===== config.mk =====
export PLATFORM = sky130hd
export DESIGN_NAME = spmv_sequencer
export DESIGN_NICKNAME = d
export VERILOG_FILES = /design/src/rtl/spmv_pkg.sv /design/src/rtl/pulse_delay.sv /design/src/rtl/spmv_sequencer.sv
export SDC_FILE = /design/constraint.sdc
export NUM_CORES = 1
export LEC_CHECK = 0
export ABC_AREA = 1
export CORE_MARGIN = 2
export CORE_UTILIZATION = 50
export CTS_CLUSTER_SIZE = 16
export DETAILED_ROUTE_END_ITERATION = 8
export GPL_ROUTABILITY_DRIVEN = 0
export GPL_TIMING_DRIVEN = 0
export HOLD_SLACK_MARGIN = 0.1
export PLACE_DENSITY = 0.8
export SLEW_MARGIN = 20
export SYNTH_ARGS = -nofsm -noshare
export SYNTH_HDL_FRONTEND = slang
export SYNTH_SLANG_ARGS = --single-unit

===== constraint.sdc =====
create_clock -name clock -period 7.95 [get_ports clock]
set_input_delay 1.59 -clock clock [delete_from_list [all_inputs] [get_ports clock]]
set_output_delay 1.59 -clock clock [all_outputs]
set_load 0.005 [all_outputs]

===== src/rtl/spmv_pkg.sv =====
// Shared constants and state encoding for the SpMV sequencer and its datapath.
package spmv_pkg;

    // Default widths and latencies. The sequencer and the datapath both use these values.
    localparam int SPMV_ADDR_W   = 11;
    localparam int SPMV_ROW_W    = 9;
    localparam int SPMV_DATA_W   = 24;
    localparam int SPMV_PIPE_LAT = 8;
    localparam int SPMV_TREE_LAT = 3;

    typedef enum logic [2:0] {
        ST_IDLE  = 3'd0,
        ST_FETCH = 3'd1,
        ST_DRAIN = 3'd2,
        ST_FLUSH = 3'd3,
        ST_DONE  = 3'd4
    } state_e;

endpackage


===== src/rtl/pulse_delay.sv =====
// Pipelined single-bit delay line. A pulse entering on one cycle leaves DEPTH cycles later.
// Back-to-back pulses stay back-to-back.
module pulse_delay #(
    parameter int DEPTH = 2
) (
    input  logic clock,
    input  logic reset,
    input  logic pulse_in,
    output logic pulse_out
);

    logic [DEPTH-1:0] sr_q;
    logic [DEPTH-1:0] sr_d;

    generate
        if (DEPTH == 1) begin : g_one
            // A single stage simply registers the input.
            always_comb sr_d = pulse_in;
        end else begin : g_multi
            // Shift the input into stage 0 and move the older pulses one stage along.
            always_comb sr_d = {sr_q[DEPTH-2:0], pulse_in};
        end
    endgenerate

    // Shift register with asynchronous clear.
    always_ff @(posedge clock or posedge reset) begin
        if (reset) sr_q <= '0;
        else       sr_q <= sr_d;
    end

    assign pulse_out = sr_q[DEPTH-1];

endmodule


===== src/rtl/spmv_sequencer.sv =====
// Top-level SpMV sequencer. It issues the Y SRAM reads, drains the pipeline and writes
// each completed row sum, tagged with its row index, to the result SRAM.
module spmv_sequencer
    import spmv_pkg::*;
#(
    parameter int ADDR_W   = SPMV_ADDR_W,
    parameter int ROW_W    = SPMV_ROW_W,
    parameter int DATA_W   = SPMV_DATA_W,
    parameter int PIPE_LAT = SPMV_PIPE_LAT,
    parameter int TREE_LAT = SPMV_TREE_LAT
) (
    input  logic              clock,
    input  logic              reset,
    input  logic              start,
    input  logic [ADDR_W-1:0] num_words,
    input  logic              new_row_flag,
    input  logic [DATA_W-1:0] row_sum,
    output logic [ADDR_W-1:0] addressY,
    output logic              y_read_en,
    output logic              result_we,
    output logic [ROW_W-1:0]  result_addr,
    output logic [DATA_W-1:0] result_data,
    output logic              busy,
    output logic              done
);

    localparam int WAIT_MAX = (PIPE_LAT > TREE_LAT) ? PIPE_LAT : TREE_LAT;
    localparam int CNT_W    = $clog2(WAIT_MAX + 1);

    state_e            state_q, state_d;
    logic [ADDR_W-1:0] addr_q, addr_d;
    logic [ADDR_W-1:0] nw_q, nw_d;
    logic [CNT_W-1:0]  cnt_q, cnt_d;
    logic              ren_q, ren_d;
    logic              seen_q, seen_d;
    logic [ROW_W-1:0]  row_cnt_q, row_cnt_d;
    logic              we_q, we_d;
    logic [ROW_W-1:0]  waddr_q, waddr_d;
    logic [DATA_W-1:0] wdata_q, wdata_d;
    logic              busy_q, busy_d;
    logic              done_q, done_d;
    logic              capture;
    logic              flush_pulse;
    logic              row_in;
    logic              row_tap;

    // The result write register is the last stage of the boundary delay. The line itself
    // is therefore one stage shorter than TREE_LAT, and row_sum is sampled on the edge
    // that raises result_we.
    pulse_delay #(
        .DEPTH(TREE_LAT - 1)
    ) u_row_delay (
        .clock    (clock),
        .reset    (reset),
        .pulse_in (row_in),
        .pulse_out(row_tap)
    );

    // Next-state logic: FSM transitions, address/wait counters, row capture and write-back.
    always_comb begin
        state_d     = state_q;
        addr_d      = addr_q;
        nw_d        = nw_q;
        cnt_d       = cnt_q;
        ren_d       = 1'b0;
        seen_d      = seen_q;
        row_cnt_d   = row_cnt_q;
        we_d        = 1'b0;
        waddr_d     = waddr_q;
        wdata_d     = wdata_q;
        capture     = 1'b0;
        flush_pulse = 1'b0;

        case (state_q)
            ST_IDLE: begin
                if (start) begin
                    nw_d      = num_words;
                    seen_d    = 1'b0;
                    row_cnt_d = '0;
                    cnt_d     = '0;
                    if (num_words != '0) begin
                        state_d = ST_FETCH;
                        addr_d  = '0;
                        ren_d   = 1'b1;
                    end else begin
                        state_d = ST_DONE;
                    end
                end
            end
            ST_FETCH: begin
                capture = 1'b1;
                if (addr_q == nw_q - ADDR_W'(1)) begin
                    state_d = ST_DRAIN;
                    cnt_d   = '0;
                end else begin
                    addr_d = addr_q + ADDR_W'(1);
                    ren_d  = 1'b1;
                end
            end
            ST_DRAIN: begin
                capture = 1'b1;
                if (cnt_q == CNT_W'(PIPE_LAT - 1)) begin
                    state_d = ST_FLUSH;
                    cnt_d   = '0;
                end else begin
                    cnt_d = cnt_q + CNT_W'(1);
                end
            end
            ST_FLUSH: begin
                capture = 1'b1;
                // The last row has no trailing flag, so close it here if one was opened.
                flush_pulse = (cnt_q == '0) && seen_q;
                if (cnt_q == CNT_W'(TREE_LAT - 1)) begin
                    state_d = ST_DONE;
                end else begin
                    cnt_d = cnt_q + CNT_W'(1);
                end
            end
            ST_DONE: begin
                state_d = ST_IDLE;
            end
            default: begin
                state_d = ST_IDLE;
            end
        endcase

        // The first flag of a pass only opens row 0. Every later flag closes a row.
        row_in = (capture && new_row_flag && seen_q) || flush_pulse;
        if (capture && new_row_flag) seen_d = 1'b1;

        if (row_tap) begin
            we_d      = 1'b1;
            waddr_d   = row_cnt_q;
            wdata_d   = row_sum;
            row_cnt_d = row_cnt_q + ROW_W'(1);
        end

        busy_d = (state_d != ST_IDLE);
        done_d = (state_d == ST_DONE);
    end

    // State and output registers with asynchronous clear.
    always_ff @(posedge clock or posedge reset) begin
        if (reset) begin
            state_q   <= ST_IDLE;
            addr_q    <= '0;
            nw_q      <= '0;
            cnt_q     <= '0;
            ren_q     <= 1'b0;
            seen_q    <= 1'b0;
            row_cnt_q <= '0;
            we_q      <= 1'b0;
            waddr_q   <= '0;
            wdata_q   <= '0;
            busy_q    <= 1'b0;
            done_q    <= 1'b0;
        end else begin
            state_q   <= state_d;
            addr_q    <= addr_d;
            nw_q      <= nw_d;
            cnt_q     <= cnt_d;
            ren_q     <= ren_d;
            seen_q    <= seen_d;
            row_cnt_q <= row_cnt_d;
            we_q      <= we_d;
            waddr_q   <= waddr_d;
            wdata_q   <= wdata_d;
            busy_q    <= busy_d;
            done_q    <= done_d;
        end
    end

    assign addressY    = addr_q;
    assign y_read_en   = ren_q;
    assign result_we   = we_q;
    assign result_addr = waddr_q;
    assign result_data = wdata_q;
    assign busy        = busy_q;
    assign done        = done_q;

endmodule

After elaboration in Yosys (flattened, before gate mapping)
Cells that the tools add are included.

word-level totals
  register bits = 78
  bits of input ports = 39
  output and inout bits = 48
  word-level logic and storage cells = 77

cells by class
  add/sub/neg operators = 4
  eq/ne operators = 12
  mux-type cells = 28
  reduce and logical (&&, ||, !) cells = 20

operator list
  operator                                             number
  two-way mux 11 bit                                   3
  two-way mux 9 bit                                    3
  one-hot mux 11 bit (2 select lines)                  1
  two-way mux 4 bit                                    4
  one-hot mux 4 bit (4 select lines)                   1
  two-way mux 3 bit                                    5
  one-hot mux 3 bit (4 select lines)                   1
  adder 11 x 1 -> 11 bit (second input constant)       1
  == test 11 bit                                       1
  nonzero test 11 bit                                  1
  subtractor 11 x 1 -> 11 bit (second input constant)  1
  inequality test 2 bit (second input constant)        5
  nonzero test 2 bit                                   5
  adder 9 x 1 -> 9 bit (second input constant)         1
  two-way mux 1 bit                                    9
  AND reduction 4 bit                                  2
  == test 3 x 2 -> 1 bit (second input constant)       2
  AND reduction 2 bit                                  3
  adder 4 x 1 -> 4 bit (second input constant)         1
  == test 4 x 2 -> 1 bit (second input constant)       1
  == test 4 x 3 -> 1 bit (second input constant)       1
  zero test 4 bit                                      1
  nonzero test 4 bit                                   1
  == test 3 x 1 -> 1 bit (second input constant)       1
  other kinds (7)                                      9

Depth between registers and ports, before layout
Gate-level depths: netlist of the first run.

  depth after elaboration = 6
  mapped depth = 15
  mapped depth without buffers = 15

Modules after synthesis
A second synthesis of the first run with hierarchy kept.

unflattened totals
  cells, all modules = 494
  area, all modules = 3,833.7 um2

by module, submodules not included
  module          times used  cells each  area an instance (um2)  seq. area each (um2)
  spmv_sequencer  1           491         3,779.9                 1,901.8
  pulse_delay     1           3           53.8                    50.0

Least setup slack after synthesis of the first run
OpenSTA, ideal clock, no wires.

  path type = in2reg
  from = in num_words[4]
  to = reg state_q[0]
  library setup time = 0.133 ns
  data arrival time = 2.427 ns
  required time = 7.817 ns
  slack = 5.390 ns
  stages on the path = 7
  buffers on the path = 1
  cells stage by stage = nor2_1 -> nand2_1 -> nor3_1 -> nand4_1 -> nand2_1 -> buf_2 -> o211ai_1

on the way
  longest elaborated chain between the ends = 4

RTL lines
  what                                RTL line               text
  from (decl)                         spmv_sequencer.sv:15   input logic [ADDR_W-1:0] num_words,
  nonzero test 11 bit                 spmv_sequencer.sv:81   if (num_words != '0) begin
  two-way mux 3 bit                   spmv_sequencer.sv:81
  two-way mux 3 bit                   spmv_sequencer.sv:76   if (start) begin
  one-hot mux 3 bit (4 select lines)  spmv_sequencer.sv:74   case (state_q)
  named net state_d[0]                spmv_sequencer.sv:30   state_e state_q, state_d;
  to (signal assigned)                spmv_sequencer.sv:158  state_q <= state_d;
  to (decl)                           spmv_sequencer.sv:30

The timed path passes the listed nets, and every way through them passes these cells.
A chain may end at the register's enable or synchronous reset.

Worst setup path in the final report of the first run
  from = reg addr_q[7], in the netlist addressY[7]
  to = out addressY[7]

RTL lines
  what                    RTL line               text
  from (decl)             spmv_sequencer.sv:31   logic [ADDR_W-1:0] addr_q, addr_d;
  from (signal assigned)  spmv_sequencer.sv:159  addr_q <= addr_d;
  to (decl)               spmv_sequencer.sv:18   output logic [ADDR_W-1:0] addressY,

No word-level cell between the ends.

==> results of run 1 <==
[logic make-up (layout without fill, tap and decap cells)]
group / after synthesis / after routing / synth area share (%)
AO/OA/AOI/OAI: 35 / 35 / 4.97
XOR/XNOR: 13 / 13 / 2.96
adder cells (fa/ha/maj): 6 / 6 / 1.95
buffers and inverters: 63 / 166 / 6.53
flip-flops: 78 / 78 / 50.7
multiplexers: 2 / 2 / 0.520
AND/OR/NAND/NOR: 295 / 295 / 32.4
[power by group through the flow]
| stage | Combinational (µW) | Clock, µW | Sequential (µW) |
|---|---|---|---|
| 3_3_place_gp | 748 | 0 | 655 |
| 4_1_cts | 775 | 309 | 652 |
| 5_1_grt | 868 | 322 | 674 |
| 6_report | 770 | 302 | 653 |
| 3_5_place_dp | 772 | 0 | 659 |
| 2_1_floorplan | 445 | 0 | 650 |
[through the flow]
stage | std cells | utilization (%) | hold slack [ps] | setup slack, ps | power (µW)
finish | 694 | 68.6 | 366 | 4920 | 1720
global route | 694 | 68.6 | 382 | 4890 | 1860
CTS | 694 | 68.6 | 373 | 4920 | 1740
detailed placement | 678 | 65.9 | 342 | 4700 | 1430
global placement | 677 | 65.6 | 335 | 3110 | 1400
floorplan | 492 | - | 331 | 4360 | 1100
[Yosys cell counts]
master	n	area share (%)
o2111ai_1	1	0.23
inv_2	1	0.097
nand2_4	2	0.58
nand2_2	1	0.16
nor2_1	38	3.7
nand3b_1	1	0.20
clkinv_1	2	0.20
xor2_1	11	2.5
nor3_1	12	1.6
or2_2	2	0.32
buf_8	1	0.39
o211ai_1	1	0.20
a21oi_1	6	0.78
nand3_2	2	0.52
nor2_2	5	0.81
xnor2_1	2	0.46
nand2_1	189	18
nand4_1	6	0.98
clkbuf_1	10	0.98
a211oi_1	1	0.20
dfrtp_1	78	51
nor2_4	1	0.29
nor3b_1	1	0.20
nor4_1	1	0.16
mux2i_1	2	0.52
o21ai_0	23	3.0
nand3_1	33	4.3
o21bai_1	3	0.58
ha_1	6	1.9
buf_2	2	0.26
inv_1	46	4.5
and2_1	1	0.16
clkbuf_2	1	0.13
[area by class of cell]
| class | count | area [µm²] | share of cell area, % |
|---|---|---|---|
| well taps | 99 | 124 | 2.45 |
| flip-flops and latches | 78 | 1950 | 38.6 |
| multi-input cells | 351 | 1650 | 32.6 |
| plain buffers | 14 | 67.6 | 1.34 |
| clock inverters | 7 | 72.6 | 1.44 |
| clock buffers | 9 | 124 | 2.45 |
| repair buffers | 87 | 881 | 17.4 |
| inverters | 49 | 186 | 3.69 |
[worst register-to-register path: stages, from the launching register on]
cell and delay [ps]:
dfrtp_1 440, inv_1 210, ha_1 280, inv_1 60
nand2_1 80, nand2_1 60, nand2_1 60, nand2_1 50
nor2_1 100, nand3_1 90, nor2_2 100, nand3_2 140
nand2_4 170, buf_8 150, nand3_1 80, nand2_1 80
[sequential cells by signal (all words and copies together), names as in the netlist]
signal / count
seen_q: 1
busy: 1
cnt_q: 4
y_read_en: 1
addressY: 11
row_cnt_q: 9
u_row_delay.sr_q: 2
nw_q: 11
result_data: 24
result_addr: 9
done: 1
result_we: 1
state_q: 3
[metal layers]
| layer | share of wire (%) | vias up |
|---|---|---|
| li1 | - | 1732 |
| met1 | 45 | 1527 |
| met2 | 48 | 120 |
| met3 | 5.6 | 9 |
| met4 | 1.1 | 0 |
| met5 | 0 | - |
[path summary, 6_finish.rpt]
kind,startpoint,end,slack [ps],cells past startpoint
max in group asynchronous,reset,result_data[21],5770,3
max,addressY[7],addressY[7],4920,1
max reg2reg,nw_q[0],addressY[4],5740,15
min,u_row_delay.sr_q[0],u_row_delay.sr_q[1],370,0
min reg2reg,u_row_delay.sr_q[0],u_row_delay.sr_q[1],370,0
min in group asynchronous,reset,result_data[7],1600,2
==> metrics.yaml, run 1 <==
synth:
  syn_area_um2: 3850
  synthCells: 492
  ys_seq_area_share_pct: 50.7
  synthesis.nets: 537
  yosys_warnings: 0
  synthDistinctLibCells: 33
  postSynthAreaPerCell_um2: 7.83
  synth_seq_cells: 78
placed_design:
  port_buffers: 86
  place_area_um2: 4860
  dpl.hpwl_mm: 6.41
grt:
  met2_usage_pct: 36.3
  antenna_found_initial: 0
  grt_max_degree: 45
  grt_util_met3_pct: 3.37
  grt_pass1_wl_mm: 14.5
  gr-max-usage-layer: "met2"
  grt_pass1_vias: 3221
  use_met1_pct: 27.9
  grtUsageTotal_pct: 21.4
  overflow: 0
pwr:
  p_per_area_nw_per_um2: 341
  switching_share_pct: 39.6
  switchingPower_uw: 682
  p_clk_share_pct: 17.5
  seqPwrFrac_pct: 37.8
  intPower_uw: 1040
  comb_power_share_pct: 44.6
  leakagePower_uw: 0.00247
  ir_drop_uv: 192
worst_setup_path:
  cpPeakStageDelay_ps: 570
  cp.arrival_ps: 1440
  cp_top_family: "buffers and inverters"
  critPathSlowestCell: "clkdlybuf4s50_1"
  start_kind: "register"
  path_cells: "clkdlybuf4s50_1"
  crit_type: "reg -> out"
  crit_path_max_fanout: 7
  crit_buf_inv: 1
  endpoint_kind: "output pin"
  cp.required_ps: 6360
timing:
  slew_headroom_pct: 55.2
  setup_viol: 0
  slew_viol_final: 0
  rsz0062_at_grt: "false"
  min_period_over_period_pct: 38.1
  hold_viol: 0
  max_freq_mhz: 331
  setup_tns_ps: 0
  worst_pin_slew_ps: 666
  post-route-min-period_ps: 3030
  skew_ps: 8.92
layout:
  final_common_cell: "nand2_1"
  fillers: 622
  layout-drive-gt1-share_pct: 6.05
  syn2layout_area_growth_pct: 31.3
  layout_common_cells: "nand2_1 (189), clkdlybuf4s50_1 (86), dfrtp_1 (78), inv_1 (45), nor2_1 (38)"
  num_antenna_cells: 0
  design_area_um2: 5050
  final_net_count: 635
detailed_routing:
  avgRoutedWirePerCell_um: 12.5
  drt_pre_antenna_iters: 5
  drt-total-wl_mm: 8.69
  vias: 3388
  ant_nets: 0
  vias_per_cell: 4.88
  first_iter_violations: 151
  drc_errors: 0
clock_tree:
  cts.clk_slew.worst_paths_ps: 90
  root_buffer: "clkbuf_8"
  post-cts-setup-buffer-count: 0
  cts_resized: 0
  cts_tree: "built"
  cts_sinks: 78
  clk_latency_ps: 350
  numCtsBuffers: 9
  cts_hold_buffers: 0
  ctsLongestPathBuffers: 2
  h-tree-depth: 3
hold_path:
  min-delay-path-class: "reg -> reg"
die:
  num_rows: 31
  die_h_um: 91.8
  io_pins: 87
  die_width_um: 91.8
  initial_core_util_pct: 52.2
  dieArea_um2: 8420
  core_area_um2: 7370
status:
  status: "finished clean"
run:
  drv_cap: 0
(Power assumes the default switching activity.)
==> inputs of run 2 (changes only) <==
--- a/config.mk
+++ b/config.mk
@@ -7,13 +7,13 @@
 export LEC_CHECK = 0
 export ABC_AREA = 1
 export CORE_MARGIN = 2
-export CORE_UTILIZATION = 50
+export CORE_UTILIZATION = 46
 export CTS_CLUSTER_SIZE = 16
 export DETAILED_ROUTE_END_ITERATION = 8
 export GPL_ROUTABILITY_DRIVEN = 0
 export GPL_TIMING_DRIVEN = 0
 export HOLD_SLACK_MARGIN = 0.1
-export PLACE_DENSITY = 0.8
+export PLACE_DENSITY = 0.77
 export SLEW_MARGIN = 20
 export SYNTH_ARGS = -nofsm -noshare
 export SYNTH_HDL_FRONTEND = slang
==> constraint.sdc (replaced) <==
create_clock -name clock -period 2.7 [get_ports clock]
set_input_delay 0.54 -clock clock [delete_from_list [all_inputs] [get_ports clock]]
set_output_delay 0.54 -clock clock [all_outputs]
set_load 0.005 [all_outputs]
==> run 2 against run 1 <==
  * Via count grew 2.0%
  * Cell count rose by 0.86%
  * Total power grew to 2.9 times the previous value
  * Cell area is 0.50% higher
  * Combinational power rose to 2.9 times the previous value
  * Worst hold slack got worse by 8.4 ps
  * Die area increased by 8.3%
==> metrics.yaml, run 2 (same netlist as run 1, synthesis figures left out) <==
status:
  status: "finished clean"  # unchanged
timing:
  slew_headroom_pct: 60.8  # was 55.2%
  min_period_over_period_pct: 80.5
  hold-worst-slack_ps: 357  # was 366 ps
  hold_viol: 0  # unchanged
  post-route-min-period_ps: 2170
  worst_pin_slew_ps: 582  # was 666 ps
  slew_viol_final: 0  # unchanged
  finalWorstSetupSlack_ps: 526  # was 4920 ps
  setup_viol: 0  # unchanged
  skew_ps: 8.25  # was 8.92 ps
  rsz0062_at_grt: "false"  # unchanged
  max_freq_mhz: 460
hold_path:
  min-delay-path-class: "reg -> reg"  # unchanged
detailed_routing:
  vias: 3457  # was 3388
  first_iter_violations: 167  # was 151
  vias_per_cell: 4.94  # was 4.88
  drt-total-wl_mm: 8.91  # was 8.69 mm
  drt_pre_antenna_iters: 4  # was 5
  ant_nets: 0  # unchanged
  avgRoutedWirePerCell_um: 12.7  # was 12.5 µm
  drc_errors: 0  # unchanged
worst_setup_path:
  r2r-start: "nw_q[0]"  # unchanged
  cp.required_ps: 2940  # was 6360 ps
  reg2reg_to: "cnt_q[1]"  # was addressY[4]
  endpoint: "cnt_q[1]"  # was addressY[7]
  cp.arrival_ps: 2410  # was 1440 ps
  rrSetupSlack_ps: 530  # was 5740 ps
  crit_type: "reg -> reg"  # was reg -> out
  rr_worst_depth: 13  # was 15
  crit_path_max_fanout: 8  # was 7
  startpoint: "nw_q[0]"  # was addressY[7]
  endpoint_kind: "register"  # was output pin
  start_kind: "register"  # unchanged
layout:
  fillers: 752  # was 622
  fin_cells: 700  # was 694
  design_area_um2: 5080  # was 5050 µm²
  syn2layout_area_growth_pct: 31.9  # was 31.3%
  layout-drive-gt1-share_pct: 6.05  # unchanged
  layout_common_cells: "nand2_1 (189), clkdlybuf4s50_1 (86), dfrtp_1 (78), inv_1 (45), nor2_1 (38)"  # unchanged
  num_antenna_cells: 0  # unchanged
  largest_reg_flops: 24  # unchanged
  final_common_cell: "nand2_1"  # unchanged
  final_net_count: 635  # unchanged
clock_tree:
  ctsLongestPathBuffers: 2  # unchanged
  cts_sinks: 78  # unchanged
  h-tree-depth: 3  # unchanged
  cts_tree: "built"  # unchanged
  root_buffer: "clkbuf_8"  # unchanged
  numCtsBuffers: 9  # unchanged
  clk_latency_ps: 350  # about the same
  cts.clk_slew.worst_paths_ps: 80  # was 90 ps
  cts_hold_buffers: 0  # unchanged
  cts_resized: 0  # unchanged
  post-cts-setup-buffer-count: 0  # unchanged
placed_design:
  dp_cells: 684  # was 678
  place_area_um2: 4870  # was 4860 µm²
  port_buffers: 86  # unchanged
  pre_cts_slack_ps: 438  # was 4700 ps
  dpl.hpwl_mm: 6.66  # was 6.41 mm
die:
  dieArea_um2: 9120  # was 8420 µm²
  initial_core_util_pct: 47.1  # was 52.2%
  core_area_um2: 8180  # was 7370 µm²
  die_h_um: 95.5  # was 91.8 µm
  io_pins: 87  # unchanged
  die_width_um: 95.5  # was 91.8 µm
  num_rows: 33  # was 31
grt:
  grt_max_degree: 57  # was 45
  overflow: 0  # unchanged
  grtUsageTotal_pct: 20.6  # was 21.4%
  antenna_found_initial: 0  # unchanged
  grt_pass1_wl_mm: 14.5  # about the same
  grt_pass1_vias: 3229  # was 3221
run:
  drv_cap: 0  # unchanged
pwr:
  leakagePower_uw: 0.00248  # was 0.00247 µW
  p_per_area_nw_per_um2: 1000  # was 341 nW/µm²
  finalPower_uw: 5080  # was 1720 µW
  ir_drop_uv: 566  # was 192 µV
run 2: cell types whose count changed in the layout (fill, tap and decap cells not counted), sizes merged:
cell	previous run	this run
clkbuf	20	21
clkinvlp	2	1
run 2: layout make-up:
class / count / area [µm²] / share of cell area, %
clock inverter: 6 / 68.8 / 1.36
tap: 105 / 131 / 2.59
buffer: 14 / 67.6 / 1.33
timing repair buffer: 87 / 888 / 17.5
clock buffer: 10 / 138 / 2.71
sequential: 78 / 1950 / 38.4
multi-input combinational: 351 / 1650 / 32.4
inverter: 49 / 186 / 3.67
run 2: how the worst min path moves through the flow:
| stage | start | end | cells after the start |
|---|---|---|---|
| finish | u_row_delay.sr_q[0] | u_row_delay.sr_q[1] | 0 |
| global route | u_row_delay.sr_q[0] | u_row_delay.sr_q[1] | 0 |
| CTS | u_row_delay.sr_q[0] | u_row_delay.sr_q[1] | 0 |
| detailed placement | u_row_delay.sr_q[0] | u_row_delay.sr_q[1] | 0 |
| global placement | u_row_delay.sr_q[0] | u_row_delay.sr_q[1] | 0 |
| floorplan | u_row_delay.sr_q[0] | u_row_delay.sr_q[1] | 0 |
run 2: where the power goes:
group,internal [µW],switching [µW]
sequential,1600,316
combinational,1030,1220
clock,459,441
run 2: stage by stage:
step                      setup TNS [ps]  util, %
after global placement            -84920     59.2
after floorplan                        0        -
after CTS                              0     62.1
after detailed placement               0     59.6
after global routing                   0     62.1
final                                  0     62.1
run 2: critical path, stage by stage (launching register included):
cell,delay (ps)
dfrtp_1,430
inv_1,180
ha_1,260
nand2_2,110
nor2_4,140
nand2_1,80
nand2_1,60
nand3_1,90
nor2_2,120
nand3_2,150
nand2_4,170
nand2_1,130
nand2_1,100
nand2_1,50
run 2: routing by layer:
layer | vias up | track usage [%] | share of wire, % | routed length [µm]
met5 | - | 0 | 0 | 0
met1 | 1585 | 26.2 | 45 | 3970
met2 | 120 | 34.6 | 46 | 4080
met4 | 0 | 7.74 | 1.7 | 154
li1 | 1740 | - | - | -
met3 | 12 | 4.51 | 8.0 | 712
==> inputs of run 3 (changes only) <==
==> constraint.sdc (replaced) <==
create_clock -name clock -period 1.9 [get_ports clock]
set_input_delay 0.38 -clock clock [delete_from_list [all_inputs] [get_ports clock]]
set_output_delay 0.38 -clock clock [all_outputs]
set_load 0.005 [all_outputs]
==> run 3 against run 2 <==
  * Cell area increased by 2.1%
  * Worst hold slack lost 4.6 ps
  * Cell count up 0.86%
  * Total power is 48% higher
  * Maximum frequency increased by 18%
  * Via count grew 1.6%
  * Sequential power grew 43%
  * Utilization increased by 1.3 points
  * Count of clock-buffer cells in the layout did not move
  * Wire length increased by 2.0%
  * Sequential cell count did not move
  * Largest cell class unchanged
==> metrics.yaml, run 3 (same netlist as run 1, synthesis figures left out) <==
timing:
  min_period_over_period_pct: 97.3  # was 80.5%
  hold_viol: 0  # unchanged
  post-route-min-period_ps: 1850  # was 2170 ps
  worst_pin_slew_ps: 621  # was 582 ps
  rsz0062_at_grt: "true"  # was false
  skew_ps: 7.01  # was 8.25 ps
  setup_viol: 0  # unchanged
  finalWorstSetupSlack_ps: 51.4  # was 526 ps
  max_freq_mhz: 541  # was 460 MHz
  slew_viol_final: 0  # unchanged
  slew_headroom_pct: 58.2  # was 60.8%
die:
  dieArea_um2: 9120  # unchanged
  die_width_um: 95.5  # unchanged
  initial_core_util_pct: 47.1  # unchanged
  num_rows: 33  # unchanged
  die_h_um: 95.5  # unchanged
  core_area_um2: 8180  # unchanged
  io_pins: 87  # unchanged
layout:
  design_area_um2: 5180  # was 5080 µm²
  syn2layout_area_growth_pct: 34.6  # was 31.9%
  largest_reg_flops: 24  # unchanged
  final_net_count: 641  # was 635
  num_antenna_cells: 0  # unchanged
  final_common_cell: "nand2_1"  # unchanged
  layout_common_cells: "nand2_1 (186), clkdlybuf4s50_1 (86), dfrtp_1 (78), inv_1 (42), nor2_1 (37)"  # was nand2_1 (189), clkdlybuf4s50_1 (86), dfrtp_1 (78), inv_1 (45), nor2_1 (38)
  layout-drive-gt1-share_pct: 8.82  # was 6.05%
  fillers: 723  # was 752
detailed_routing:
  drc_errors: 0  # unchanged
  drt_pre_antenna_iters: 5  # was 4
  first_iter_violations: 155  # was 167
  drt-total-wl_mm: 9.09  # was 8.91 mm
  ant_nets: 0  # unchanged
  avgRoutedWirePerCell_um: 12.9  # was 12.7 µm
  vias: 3511  # was 3457
  vias_per_cell: 4.97  # was 4.94
worst_setup_path:
  start_kind: "register"  # unchanged
  rr_worst_depth: 13  # unchanged
  endpoint: "state_q[0]"  # was cnt_q[1]
  r2r-start: "nw_q[0]"  # unchanged
  cp.required_ps: 2130  # was 2940 ps
  endpoint_kind: "register"  # unchanged
  cp.arrival_ps: 2080  # was 2410 ps
  crit_path_max_fanout: 10  # was 8
  reg2reg_to: "state_q[0]"  # was cnt_q[1]
  rrSetupSlack_ps: 50  # was 530 ps
  startpoint: "nw_q[0]"  # unchanged
  crit_type: "reg -> reg"  # unchanged
placed_design:
  pre_cts_slack_ps: -255  # was 438 ps
  port_buffers: 86  # unchanged
  dpl.hpwl_mm: 6.75  # was 6.66 mm
  place_area_um2: 4890  # was 4870 µm²
clock_tree:
  ctsLongestPathBuffers: 2  # unchanged
  cts_tree: "built"  # unchanged
  cts.clk_slew.worst_paths_ps: 80  # about the same
  numCtsBuffers: 9  # unchanged
  root_buffer: "clkbuf_8"  # unchanged
  h-tree-depth: 3  # unchanged
  cts_sinks: 78  # unchanged
  clk_latency_ps: 350  # about the same
  cts_hold_buffers: 0  # unchanged
grt:
  grt_pass1_vias: 3266  # was 3229
  grt_max_degree: 34  # was 57
  overflow: 0  # unchanged
  antenna_found_initial: 0  # unchanged
  grt_pass1_wl_mm: 14.7  # was 14.5 mm
  grtUsageTotal_pct: 20.8  # was 20.6%
status:
  status: "finished clean"  # unchanged
pwr:
  switchingPower_uw: 2880  # was 1980 µW
  comb_power_share_pct: 44.7  # was 44.5%
  ir_drop_uv: 748  # was 566 µV
  switching_share_pct: 38.3  # was 39.0%
  leakagePower_uw: 0.00251  # was 0.00248 µW
  intPower_uw: 4640  # was 3100 µW
  p_clk_share_pct: 18.8  # was 17.7%
  seqPwrFrac_pct: 36.5  # was 37.8%
  p_per_area_nw_per_um2: 1450  # was 1000 nW/µm²
run:
  drv_cap: 0  # unchanged
hold_path:
  min-delay-path-class: "reg -> reg"  # unchanged
## run 3: per-stage QoR
step	total power, µW	utilization, %	setup TNS, ps	instances	hold WS (ps)
2_1_floorplan	4580	-	0	492	331
3_3_place_gp	5860	59.3	-24450	683	334
3_5_place_dp	5980	59.8	-4630	685	337
4_1_cts	7530	63.3	0	706	356
5_1_grt	8170	63.4	-1580	706	365
6_report	7520	63.4	0	706	353
## run 3: final cells by class
cell class	count	area, µm²	area share, %
multi-input cells	351	1680	32.3
well taps	105	131	2.53
clock inverters	6	92.6	1.79
repair buffers	93	938	18.1
plain buffers	14	68.8	1.33
flip-flops and latches	78	1950	37.7
inverters	49	188	3.62
clock buffers	10	138	2.66
## run 3: how the worst min path moves through the flow
stage	from	end	slack, ps	depth (start not counted)
floorplan	u_row_delay.sr_q[0]	u_row_delay.sr_q[1]	330	0
global placement	u_row_delay.sr_q[0]	u_row_delay.sr_q[1]	330	0
detailed placement	u_row_delay.sr_q[0]	u_row_delay.sr_q[1]	340	0
CTS	u_row_delay.sr_q[0]	u_row_delay.sr_q[1]	360	0
global route	u_row_delay.sr_q[0]	u_row_delay.sr_q[1]	360	0
finish	u_row_delay.sr_q[0]	u_row_delay.sr_q[1]	350	0
## run 3: power groups by stage
stage	clock network (µW)	logic, µW	registers [µW]
3_5_place_dp	0	3220	2760
2_1_floorplan	0	1860	2720
6_report	1420	3360	2740
3_3_place_gp	0	3130	2730
4_1_cts	1450	3360	2730
5_1_grt	1530	3820	2820
## run 3: repair_timing
| item | 4_1_cts | 5_1_grt |
|---|---|---|
| buffers inserted | 5 | 0 |
| pin swaps | 1 | 1 |
| gates cloned | 0 | 0 |
| endpoints found under the setup margin | 17 | 28 |
| gates resized for setup | 6 | 7 |
## run 3: critical path: stages, from the launching register on
cell and delay (ps):
dfrtp_1 400, inv_2 90, ha_4 210, nand2_2 60, inv_2 30, nor2_1 70, nand3_1 80, nor2_1 100
nand3_1 90, nor2_2 90, nand3_2 120, nand2_4 140, buf_8 150, o211ai_1 90
## run 3: layer usage
layer	track usage [%]	routed length, µm	share of wire, %
met5	0	0	0
met2	35.4	4320	48
met1	26.5	4040	44
met4	7.86	153	1.7
met3	3.79	572	6.3
